==> src/rtl/noise_gate.sv <==
// Purpose : noise gate for raw ADC samples; a peak envelope drives a 5-state gate with hold and gain ramps.
// Latency : 1 clk from sample_valid to out_valid; out_sample holds its value between strobes.
// Backpres: none; one sample is accepted on every sample_valid strobe, with no stall path.
//
// Ports:
//   clk          system clock
//   rst          synchronous active-high reset; also drops any sample in flight
//   sample_valid one-cycle strobe; a new sample is present
//   sample       signed input sample (two's complement, DATA_W bits)
//   thr_open     unsigned envelope level that opens the gate
//   thr_close    unsigned envelope level below which hold starts (clamped to thr_open)
//   out_sample   signed gated sample, (sample * gain) >>> 8
//   out_valid    strobe, one clk after sample_valid
//   gate_open    high while in ATTACK, OPEN or HOLD (registered, post-update state)

module noise_gate #(
    parameter int DATA_W       = 16,
    parameter int ENV_SHIFT    = 6,
    parameter int HOLD_SAMPLES = 2048,
    parameter int ATTACK_STEP  = 32,
    parameter int RELEASE_STEP = 4
) (
    input  logic              clk,
    input  logic              rst,
    input  logic              sample_valid,
    input  logic [DATA_W-1:0] sample,
    input  logic [DATA_W-1:0] thr_open,
    input  logic [DATA_W-1:0] thr_close,
    output logic [DATA_W-1:0] out_sample,
    output logic              out_valid,
    output logic              gate_open
);

    // ------------------------------------------------------------------
    // Local constants
    // ------------------------------------------------------------------
    localparam int GAIN_W = 9;                       // 0..256, 256 = unity
    localparam int PROD_W = DATA_W + GAIN_W + 1;     // signed product width
    localparam int HOLD_W = (HOLD_SAMPLES > 1) ? $clog2(HOLD_SAMPLES) : 1;

    localparam logic [GAIN_W-1:0] GAIN_UNITY = 9'd256;
    localparam logic [GAIN_W-1:0] GAIN_ZERO  = 9'd0;
    localparam logic [GAIN_W:0]   ATK_INC    = 10'(ATTACK_STEP);
    localparam logic [GAIN_W:0]   UNITY_EXT  = 10'd256;
    localparam logic [GAIN_W-1:0] REL_DEC    = 9'(RELEASE_STEP);

    localparam logic [HOLD_W-1:0] HOLD_LOAD  = HOLD_W'(HOLD_SAMPLES - 1);
    localparam logic [HOLD_W-1:0] HOLD_ONE   = HOLD_W'(1);
    localparam logic [HOLD_W-1:0] HOLD_ZERO  = '0;

    localparam logic [DATA_W-1:0] MOST_NEG   = {1'b1, {(DATA_W-1){1'b0}}};
    localparam logic [DATA_W-1:0] MAX_POS    = {1'b0, {(DATA_W-1){1'b1}}};
    localparam logic [DATA_W-1:0] ENV_ONE    = {{(DATA_W-1){1'b0}}, 1'b1};
    localparam logic [DATA_W-1:0] ENV_ZERO   = '0;

    typedef enum logic [2:0] {
        ST_CLOSED  = 3'd0,
        ST_ATTACK  = 3'd1,
        ST_OPEN    = 3'd2,
        ST_HOLD    = 3'd3,
        ST_RELEASE = 3'd4
    } state_t;

    // ------------------------------------------------------------------
    // State
    // ------------------------------------------------------------------
    state_t              state;
    state_t              state_nxt;
    logic [GAIN_W-1:0]   gain;
    logic [GAIN_W-1:0]   gain_nxt;
    logic [HOLD_W-1:0]   hold_cnt;
    logic [HOLD_W-1:0]   hold_nxt;
    logic [DATA_W-1:0]   env;
    logic                gate_open_nxt;

    // ------------------------------------------------------------------
    // Envelope follower
    // ------------------------------------------------------------------
    logic [DATA_W-1:0] abs_val;
    logic [DATA_W-1:0] env_shr;
    logic [DATA_W-1:0] decay_amt;
    logic [DATA_W-1:0] decayed;
    logic [DATA_W-1:0] env_next;

    // |sample|; the most negative code has no positive twin, so it pins
    // to the largest positive value instead of wrapping back to itself.
    always_comb begin
        abs_val = sample;
        if (sample[DATA_W-1]) begin
            if (sample == MOST_NEG) begin
                abs_val = MAX_POS;
            end else begin
                abs_val = ENV_ZERO - sample;
            end
        end
    end

    // Decay by env >> ENV_SHIFT, but at least 1 so small envelopes
    // still reach zero instead of stalling once the shift underflows.
    always_comb begin
        env_shr   = env >> ENV_SHIFT;
        decay_amt = (env_shr == ENV_ZERO) ? ENV_ONE : env_shr;
        decayed   = (env != ENV_ZERO) ? (env - decay_amt) : ENV_ZERO;
        env_next  = (abs_val > decayed) ? abs_val : decayed;
    end

    // ------------------------------------------------------------------
    // Threshold compare (thresholds are live, not latched)
    // ------------------------------------------------------------------
    logic [DATA_W-1:0] eff_close;
    logic              above_open;
    logic              below_close;

    // A close level above the open level would make the gate chatter;
    // clamp it so hysteresis can only be zero or positive.
    assign eff_close   = (thr_close < thr_open) ? thr_close : thr_open;
    assign above_open  = (env_next >= thr_open);
    assign below_close = (env_next <  eff_close);

    // ------------------------------------------------------------------
    // Gain ramp arithmetic
    // ------------------------------------------------------------------
    logic [GAIN_W:0]   gain_up;
    logic              gain_up_full;
    logic [GAIN_W-1:0] gain_up_sat;
    logic              gain_dn_zero;
    logic [GAIN_W-1:0] gain_dn_sat;

    always_comb begin
        gain_up      = {1'b0, gain} + ATK_INC;
        gain_up_full = (gain_up >= UNITY_EXT);
        gain_up_sat  = gain_up_full ? GAIN_UNITY : gain_up[GAIN_W-1:0];
        gain_dn_zero = (gain <= REL_DEC);
        gain_dn_sat  = gain_dn_zero ? GAIN_ZERO : (gain - REL_DEC);
    end

    // ------------------------------------------------------------------
    // FSM: state register
    // ------------------------------------------------------------------
    always_ff @(posedge clk) begin
        if (rst) begin
            state    <= ST_CLOSED;
            gain     <= GAIN_ZERO;
            hold_cnt <= HOLD_ZERO;
        end else begin
            state    <= state_nxt;
            gain     <= gain_nxt;
            hold_cnt <= hold_nxt;
        end
    end

    // ------------------------------------------------------------------
    // FSM: next-state logic (only moves on a valid sample)
    // ------------------------------------------------------------------
    // Every transition into ATTACK or RELEASE applies that state's ramp
    // step in the same update, so the first ramped sample follows the
    // triggering one directly and a re-attack from RELEASE continues from
    // the current gain rather than jumping.
    always_comb begin
        state_nxt = state;
        gain_nxt  = gain;
        hold_nxt  = hold_cnt;
        if (sample_valid) begin
            case (state)
                ST_CLOSED: begin
                    gain_nxt = GAIN_ZERO;
                    if (above_open) begin
                        gain_nxt  = gain_up_sat;
                        state_nxt = gain_up_full ? ST_OPEN : ST_ATTACK;
                    end
                end
                ST_ATTACK: begin
                    // The attack always completes; the envelope cannot abort it.
                    gain_nxt = gain_up_sat;
                    if (gain_up_full) begin
                        state_nxt = ST_OPEN;
                    end
                end
                ST_OPEN: begin
                    gain_nxt = GAIN_UNITY;
                    if (below_close) begin
                        state_nxt = ST_HOLD;
                        hold_nxt  = HOLD_LOAD;
                    end
                end
                ST_HOLD: begin
                    gain_nxt = GAIN_UNITY;
                    if (above_open) begin
                        state_nxt = ST_OPEN;
                    end else if (hold_cnt == HOLD_ZERO) begin
                        gain_nxt  = gain_dn_sat;
                        state_nxt = gain_dn_zero ? ST_CLOSED : ST_RELEASE;
                    end else begin
                        hold_nxt = hold_cnt - HOLD_ONE;
                    end
                end
                ST_RELEASE: begin
                    if (above_open) begin
                        gain_nxt  = gain_up_sat;
                        state_nxt = gain_up_full ? ST_OPEN : ST_ATTACK;
                    end else begin
                        gain_nxt  = gain_dn_sat;
                        if (gain_dn_zero) begin
                            state_nxt = ST_CLOSED;
                        end
                    end
                end
                default: begin
                    state_nxt = ST_CLOSED;
                    gain_nxt  = GAIN_ZERO;
                    hold_nxt  = HOLD_ZERO;
                end
            endcase
        end
    end

    // ------------------------------------------------------------------
    // FSM: output decode (of the post-update state, registered below)
    // ------------------------------------------------------------------
    always_comb begin
        gate_open_nxt = 1'b0;
        case (state_nxt)
            ST_ATTACK,
            ST_OPEN,
            ST_HOLD:  gate_open_nxt = 1'b1;
            default:  gate_open_nxt = 1'b0;
        endcase
    end

    // ------------------------------------------------------------------
    // Gain multiply: uses the gain before this sample's update
    // ------------------------------------------------------------------
    logic signed [PROD_W-1:0] sample_ext;
    logic signed [PROD_W-1:0] gain_ext;
    logic signed [PROD_W-1:0] prod;
    logic [DATA_W-1:0]        scaled;
    logic                     unused_prod;

    assign sample_ext = PROD_W'($signed(sample));
    assign gain_ext   = $signed(PROD_W'(gain));
    assign prod       = sample_ext * gain_ext;
    // Dropping the low 8 bits of a two's complement value is the
    // arithmetic shift right by 8 (rounds toward -inf). Gain <= 256 means
    // the result always fits back into DATA_W bits.
    assign scaled      = prod[DATA_W+7:8];
    assign unused_prod = ^{prod[PROD_W-1:DATA_W+8], prod[7:0]};

    // ------------------------------------------------------------------
    // Envelope and output registers
    // ------------------------------------------------------------------
    always_ff @(posedge clk) begin
        if (rst) begin
            env        <= ENV_ZERO;
            out_sample <= '0;
            out_valid  <= 1'b0;
            gate_open  <= 1'b0;
        end else begin
            out_valid <= sample_valid;
            gate_open <= gate_open_nxt;
            if (sample_valid) begin
                env        <= env_next;
                out_sample <= scaled;
            end
        end
    end

endmodule

==> config.mk <==
export PLATFORM = sky130hd
export DESIGN_NAME = noise_gate
export DESIGN_NICKNAME = d
export VERILOG_FILES = /design/src/rtl/noise_gate.sv
export SDC_FILE = /design/constraint.sdc
export NUM_CORES = 1
export LEC_CHECK = 0
export CAP_MARGIN = 15
export CORE_AREA = 10 10 167 169
export DETAILED_ROUTE_END_ITERATION = 10
export DIE_AREA = 0 0 177 179
export GPL_TIMING_DRIVEN = 0
export PLACE_DENSITY = 0.69
export SETUP_SLACK_MARGIN = 0.5
export SLEW_MARGIN = 20
export SYNTH_ARGS = -nofsm -noshare
export SYNTH_HDL_FRONTEND = slang
export SYNTH_SLANG_ARGS = --single-unit
==> constraint.sdc <==
create_clock -name clk -period 13.2 [get_ports clk]
set_input_delay 1.98 -clock clk [delete_from_list [all_inputs] [get_ports clk]]
set_output_delay 1.98 -clock clk [all_outputs]
set_load 0.1 [all_outputs]
==> summary.md, run 1 <==
| Metric | Value |
|---|---|
| Worst-path maximum fanout | `10` |
| H-tree Lvls | `3` |
| Mapped Nets | `around 1600` |
| Cts bufs inserted | `9` |
| Hold-critical path depth | `2` |
| Unrepaired setup endpoints after global routing | `false` |
| Die Width | `177 um` |
| Fin nets | `1650` |
| # DRC | `0` |
| Critical Path End Type | `flip-flop` |
| Setup ws final | `4.03 ns` |
| Reg2Reg Setup Slack | `5.21 ns` |
| Synth area leader | `fa_1` |
| Critical Path RT | `~13 ns` |
| Clock Latency Late Sink | `0.35 ns` |
| Post-DP HPWL | `24.8 mm` |
| Global-route wire length before repair | `48.5 mm` |
| Die area | `~32000 sq um` |
| Asr flop ratio synth | `0` |
| Fin cells | `roughly 1700` |
| ANT cells | `0` |
| Mapped Area | `10400 sq um` |
| Minimum clock period | `9.17 ns` |
| MaxCap Viol Count | `0` |
| Critical path class | `in2reg` |
| Pwr/cell area | `231 nW/um^2` |
| Vias | `roughly 9300` |
| GPL Wtd Cong | `0.957` |
| Synth Flop Type | `dfxtp_1` |
| Post-cts resize count | `0` |
| Antenna violations before repair | `0` |
| Hold_buf cts | `0` |
| Slew Limit Fails | `0` |
| Mapped Cells | `1278` |
| DR vias/cell | `5.52` |
| Worst path most repeated cell | `ha_1` |
| Core area | `roughly 25000 sq um` |
| IO buf count | `66` |
| CTS tree | `built` |
| Pre-CTS setup slack | `3.80 ns` |
| Slew Limit Headroom | `0.307` |
| Die Y | `179 um` |
| Setup Buffers After CTS | `0` |
| Syn Area/Cell | `8.11 sq um` |
| All-layer global routing usage | `0.193` |
| Root buffer cell | `clkbuf_16` |
| Row Count | `58` |
| Pleak | `5.67 nW` |
| CP peak stage delay | `0.57 ns` |
| Yosys cell types | `between 70 and 80` |
| Synth area leaders | `fa_1 22%, ha_1 16%, dfxtp_1 11%` |
| Worst-margin pin slew | `1.03 ns` |
| Worst vdd ir | `0.220 mV` |
| Fillers | `2410` |
| Starting Density | `0.419` |
| YS warnings | `0` |
| Share of cells above drive strength 1 | `0.0316` |
| Status | `completed` |
| Drt wl/cell | `18.0 um` |
| Clock sinks | `57` |
| Util after Layout | `0.476` |
| Drt first pass iters | `5` |
| Hold endpoint | `out_sample[8]` |
| Fin. Hold Viols | `0` |
| Routed WL | `30.3 mm` |
| Slowest CP cell | `o31ai_1` |
| GRT Residual Overflow | `0` |
| R2r startpoint | `env[8]` |
| Sequential area share after synthesis | `0.110` |
| Hold Crit Class | `reg2reg` |
| Worst hold slack | `0.452 ns` |
| Detail Route Antenna Nets | `0` |
| Number of flops mapped to enable cells by yosys | `0` |
| Total negative slack | `0 ns` |
| Drt initial violations | `between 700 and 800` |
| Number of global-route vias before repair | `between 9000 and 10000` |
| Yosys top cell area share | `0.222` |
| Critical Path AT | `~9.4 ns` |
| Placed Instances | `1674` |
| Worst Skew | `approximately 0.0085 ns` |
| Boundary pin count | `69` |
| # setup viols final | `0` |
| Largest net degree at the start of global routing | `11` |
| Crit Reg-Reg Endpoint | `hold_cnt[1]` |
| Path depth of the worst reg2reg path | `31` |
| Period utilization | `0.695` |
| Startpoint types | `primary input` |
| #FFs+latches synth | `57` |
| HP Start | `out_sample[8]` |
| CTS Buffer Depth | `2` |
| Peak Freq | `109 MHz` |
| Worst-path clk slew | `0.06 ns` |
| Syn-to-layout area delta | `13.8%` |
[metal layers]
metal	GRT usage	vias to the layer above	wire (um)
met5	0	-	0
met1	0.250	4556	13000
li1	-	4436	-
met4	0.0683	0	917
met2	0.324	286	14700
met3	0.0236	57	1770
[power breakdown]
group	internal (mW)	switching, mW	leakage [nW]
clock	0.195	0.0975	0.173
sequential	0.204	0.0322	0.464
combinational	0.832	1.36	5.03
total	1.23	1.49	5.67
[synth_stat cells (8+ instances only)]
cell        n
nand3_1    17
o21ai_0    49
clkbuf_1   49
o211ai_1   11
fa_1      115
xnor2_1    23
o31ai_1    17
dfxtp_1    57
inv_1     181
nor2_1     83
or2_2       8
a211oi_1   10
nor4_1     10
xor2_1     16
nand2_1   143
a21oi_1    55
nand4_1    13
a311oi_1    8
o21a_1      9
mux2i_1    29
a31oi_1    13
a21o_1     12
ha_1      129
nor3_1     29
and2_1     86
[registers in the layout, summed over array words and instances (netlist names)]
register / count
env: 16
out_valid: 1
gate_open: 1
state: 3
gain: 9
hold_cnt: 11
out_sample: 16
[how the worst max path moves through the flow]
stage	cells after the start	endpoint	slack [ns]	from
2_1_floorplan	25	hold_cnt[9]	5.74	sample[1]
5_1_grt	26	hold_cnt[9]	3.58	sample[1]
4_1_cts	26	hold_cnt[1]	4.15	sample[1]
3_5_place_dp	26	hold_cnt[1]	3.80	sample[1]
6_report	26	hold_cnt[1]	4.03	sample[1]
3_3_place_gp	26	hold_cnt[0]	3.88	sample[1]
[critical path, delay by kind of cell]
family	cells	cell delay [ns]
and+or+nand+nor	9	2.63
muxes	2	0.50
AOI/OAI and AO/OA	7	2.04
adders and majority gates	3	0.85
buffers and inverters	5	1.37
[cells in the final DEF (no fill, tap or decap), types with 6 or more instances in the layout]
cell             Yosys  layout
and3_1               7       7
xor2_1              16      16
nand2b_1             7       7
o21a_1               9       9
a31oi_1             13      13
nor3_1              29      29
nand3_1             17      17
a21oi_1             55      55
a311oi_1             8       8
nor2_1              83      83
nand2_1            143     143
xnor2_1             23      23
or2_2                8       8
a211oi_1            10      10
fa_1               115     115
inv_1              181     181
o211ai_1            11      11
clkdlybuf4s50_1      0      66
nor4_1              10      10
ha_1               129     129
nor2b_1              6       6
a21o_1              12      12
dfxtp_1             57      57
o21ai_0             49      49
mux2i_1             29      29
clkbuf_16            0       9
and2_1              86      86
clkbuf_1            49      50
nand4_1             13      13
o31ai_1             17      17
[cells by family after synthesis]
group	share of synthesized area
DFF	0.110
adders and majority gates	0.378
xor gates and xnor gates	0.0330
AOI/OAI and AO/OA	0.147
buffers and inverters	0.0862
muxes	0.0313
and+or+nand+nor	0.214
[per-stage QoR]
stage / area (sq um) / total power, mW
CTS: 11800 / 2.68
finish: 11800 / 2.72
detailed placement: 11400 / 2.36
global route: 11800 / 2.98
floorplan: 10400 / 1.81
global placement: 11400 / 2.30
[final cells by class]
cell class,count,area [sq um],share of cell area
sequential,57,1140,0.0968
clock inverter,4,98.8,0.00839
timing repair buffer,66,661,0.0560
multi-input combinational,984,8320,0.706
clock buffer,12,256,0.0218
tap,330,413,0.0350
buffer,54,206,0.0175
inverter,183,687,0.0583
Power figures use the tool's default switching activity.
==> run 2: changes to the inputs <==
--- a/config.mk
+++ b/config.mk
@@ -10,7 +10,7 @@
 export DETAILED_ROUTE_END_ITERATION = 10
 export DIE_AREA = 0 0 177 179
 export GPL_TIMING_DRIVEN = 0
-export PLACE_DENSITY = 0.69
+export PLACE_DENSITY = 0.72
 export SETUP_SLACK_MARGIN = 0.5
 export SLEW_MARGIN = 20
 export SYNTH_ARGS = -nofsm -noshare
==> constraint.sdc (replaced) <==
create_clock -name clk -period 7.35 [get_ports clk]
set_input_delay 1.1025 -clock clk [delete_from_list [all_inputs] [get_ports clk]]
set_output_delay 1.1025 -clock clk [all_outputs]
set_load 0.1 [all_outputs]
==> summary.md, run 2 (same netlist as run 1, synthesis figures left out) <==
| Metric | Value |
|---|---|
| Critical Path RT | `7.58 ns` |
| Worst path most repeated cell | `nor4_4` |
| # DRC | `0` |
| Critical path class | `reg2reg` |
| Cts bufs inserted | `9` |
| Drt wl/cell | `18.4 um` |
| CTS Buffer Depth | `2` |
| GRT Residual Overflow | `0` |
| Top Registers | `env (16), out_sample (16), hold_cnt (11)` |
| Peak Freq | `144 MHz` |
| All-layer global routing usage | `0.197` |
| Hold Crit Class | `reg2reg` |
| Fin nets | `between 1500 and 2000` |
| Starting Density | `0.419` |
| Clock Latency Late Sink | `0.35 ns` |
| H-tree Lvls | `3` |
| Unrepaired setup endpoints after global routing | `true` |
| HP Start | `out_sample[8]` |
| # setup viols final | `0` |
| Clock sinks | `57` |
| Number of global-route vias before repair | `9487` |
| R2r startpoint | `env[8]` |
| Routed WL | `31.7 mm` |
| Hold-critical path depth | `2` |
| Boundary pin count | `69` |
| Hold endpoint | `out_sample[8]` |
| Worst vdd ir | `0.387 mV` |
| Path depth of the worst reg2reg path | `33` |
| Pwr/cell area | `between 400 and 500 nW/um^2` |
| GPL Wtd Cong | `between 0.9 and 1` |
| ANT cells | `0` |
| Startpoint types | `flip-flop` |
| Die area | `approximately 32000 sq um` |
| CP peak stage delay | `around 0.47 ns` |
| Worst-margin pin slew | `0.994 ns` |
| Largest net degree at the start of global routing | `12` |
| Util after Layout | `0.501` |
| Antenna violations before repair | `0` |
| Share of cells above drive strength 1 | `0.102` |
| Worst hold slack | `0.454 ns` |
| Reg2Reg Setup Slack | `0.39 ns` |
| Status | `completed` |
| CTS tree | `built` |
| Vias | `between 9000 and 10000` |
| IO buf count | `66` |
| Drt first pass iters | `7` |
| Worst Skew | `around 0.010 ns` |
| Minimum clock period | `just under 7 ns` |
| Die Width | `177 um` |
| Post-DP HPWL | `between 20 and 25 mm` |
| DR vias/cell | `5.57` |
| Die Y | `179 um` |
| Fin. Hold Viols | `0` |
| Global-route wire length before repair | `49.3 mm` |
| Critical Path End Type | `flip-flop` |
| MaxCap Viol Count | `0` |
| Commonest cells after routing, fill and taps aside | `178 x inv_1, 140 x nand2_1, 127 x ha_1` |
| Period utilization | `0.947` |
| Fin cells | `1729` |
| Root buffer cell | `clkbuf_16` |
| Pleak | `5.96 nW` |
| Detail Route Antenna Nets | `0` |
| Drt initial violations | `756` |
| Slew Limit Fails | `0` |
| Finished Cell Area | `12400 sq um` |
| Slowest CP cell | `a221o_2` |
| Commonest non-fill, non-tap cell in the layout | `inv_1` |
| Crit Reg-Reg Endpoint | `hold_cnt[1]` |
| Row Count | `58` |
| Hold_buf cts | `0` |
| Worst-path maximum fanout | `7` |
| Syn-to-layout area delta | `19.8%` |
| Core area | `24700 sq um` |
| Worst-path clk slew | `0.06 ns` |
| DP Area | `11400 sq um` |
| Slew Limit Headroom | `0.335` |
| Placed Instances | `between 1500 and 2000` |
| Critical Path AT | `7.19 ns` |
[run 2: power breakdown]
group          internal, mW  leakage [nW]  switching [mW]
registers             0.370         0.466          0.0672
logic                  2.13          5.35            2.84
clock network         0.263         0.146           0.183
[run 2: how the worst max path moves through the flow]
| stage | from | slack, ns | end |
|---|---|---|---|
| 5_1_grt | env[8] | 0.19 | hold_cnt[0] |
| 2_1_floorplan | sample[1] | 0.77 | hold_cnt[9] |
| 6_report | env[8] | 0.39 | hold_cnt[1] |
| 3_5_place_dp | sample[0] | -1.16 | hold_cnt[5] |
| 3_3_place_gp | sample[1] | -1.06 | hold_cnt[9] |
| 4_1_cts | sample[1] | 0.50 | hold_cnt[1] |
[run 2: repair_timing]
item                                    4_1_cts  5_1_grt
hold endpoints to repair                      0        0
cloned                                        1        1
setup buffers                                18       19
gates resized for setup                      49       73
pin swaps                                    15       39
endpoints found under the setup margin       25       34
[run 2: cell type report]
cell class,count,area (sq um)
Timing Repair Buffer,105,996
Buffer,54,264
Tap cell,330,413
Inverter,183,687
Fill cell,2326,12300
Clock inverter,7,70.1
Sequential cell,57,1150
Clock buffer,9,225
Multi-Input combinational cell,984,8600
[run 2: through the flow]
stage                     power [mW]  setup TNS, ns  setup slack, ns
final                           5.86              0            0.390
after global routing            6.29              0            0.195
after CTS                       5.11              0            0.503
after detailed placement        4.26         -22.20            -1.16
after global placement          4.13         -20.32            -1.06
after floorplan                 3.24              0            0.769
[run 2: critical path: cells and delay by family (launching register included)]
kind / cells / cell delay (ns)
AOI/OAI and AO/OA: 11 / 2.55
xor gates and xnor gates: 1 / 0.19
adders and majority gates: 4 / 1.20
buffers and inverters: 6 / 0.72
DFF: 1 / 0.37
muxes: 1 / 0.14
and+or+nand+nor: 10 / 1.65
[run 2: metal layers]
metal  GRT usage  wire [um]  share of wire  vias to the layer above
met5           0          0              0                        -
met4      0.0827       1170          0.037                        0
met3      0.0411       2330          0.073                       90
met2       0.323      15300           0.48                      361
met1       0.247      12900           0.41                     4659
li1            -          -              -                     4526
==> run 3: changes to the inputs <==
--- a/config.mk
+++ b/config.mk
@@ -5,6 +5,7 @@
 export SDC_FILE = /design/constraint.sdc
 export NUM_CORES = 1
 export LEC_CHECK = 0
+export ABC_CLOCK_PERIOD_IN_PS = 7350
 export CAP_MARGIN = 15
 export CORE_AREA = 10 10 167 169
 export DETAILED_ROUTE_END_ITERATION = 10
==> results of run 3 <==
Same layout as run 2: the final DEF is identical, and so are final timing and power.
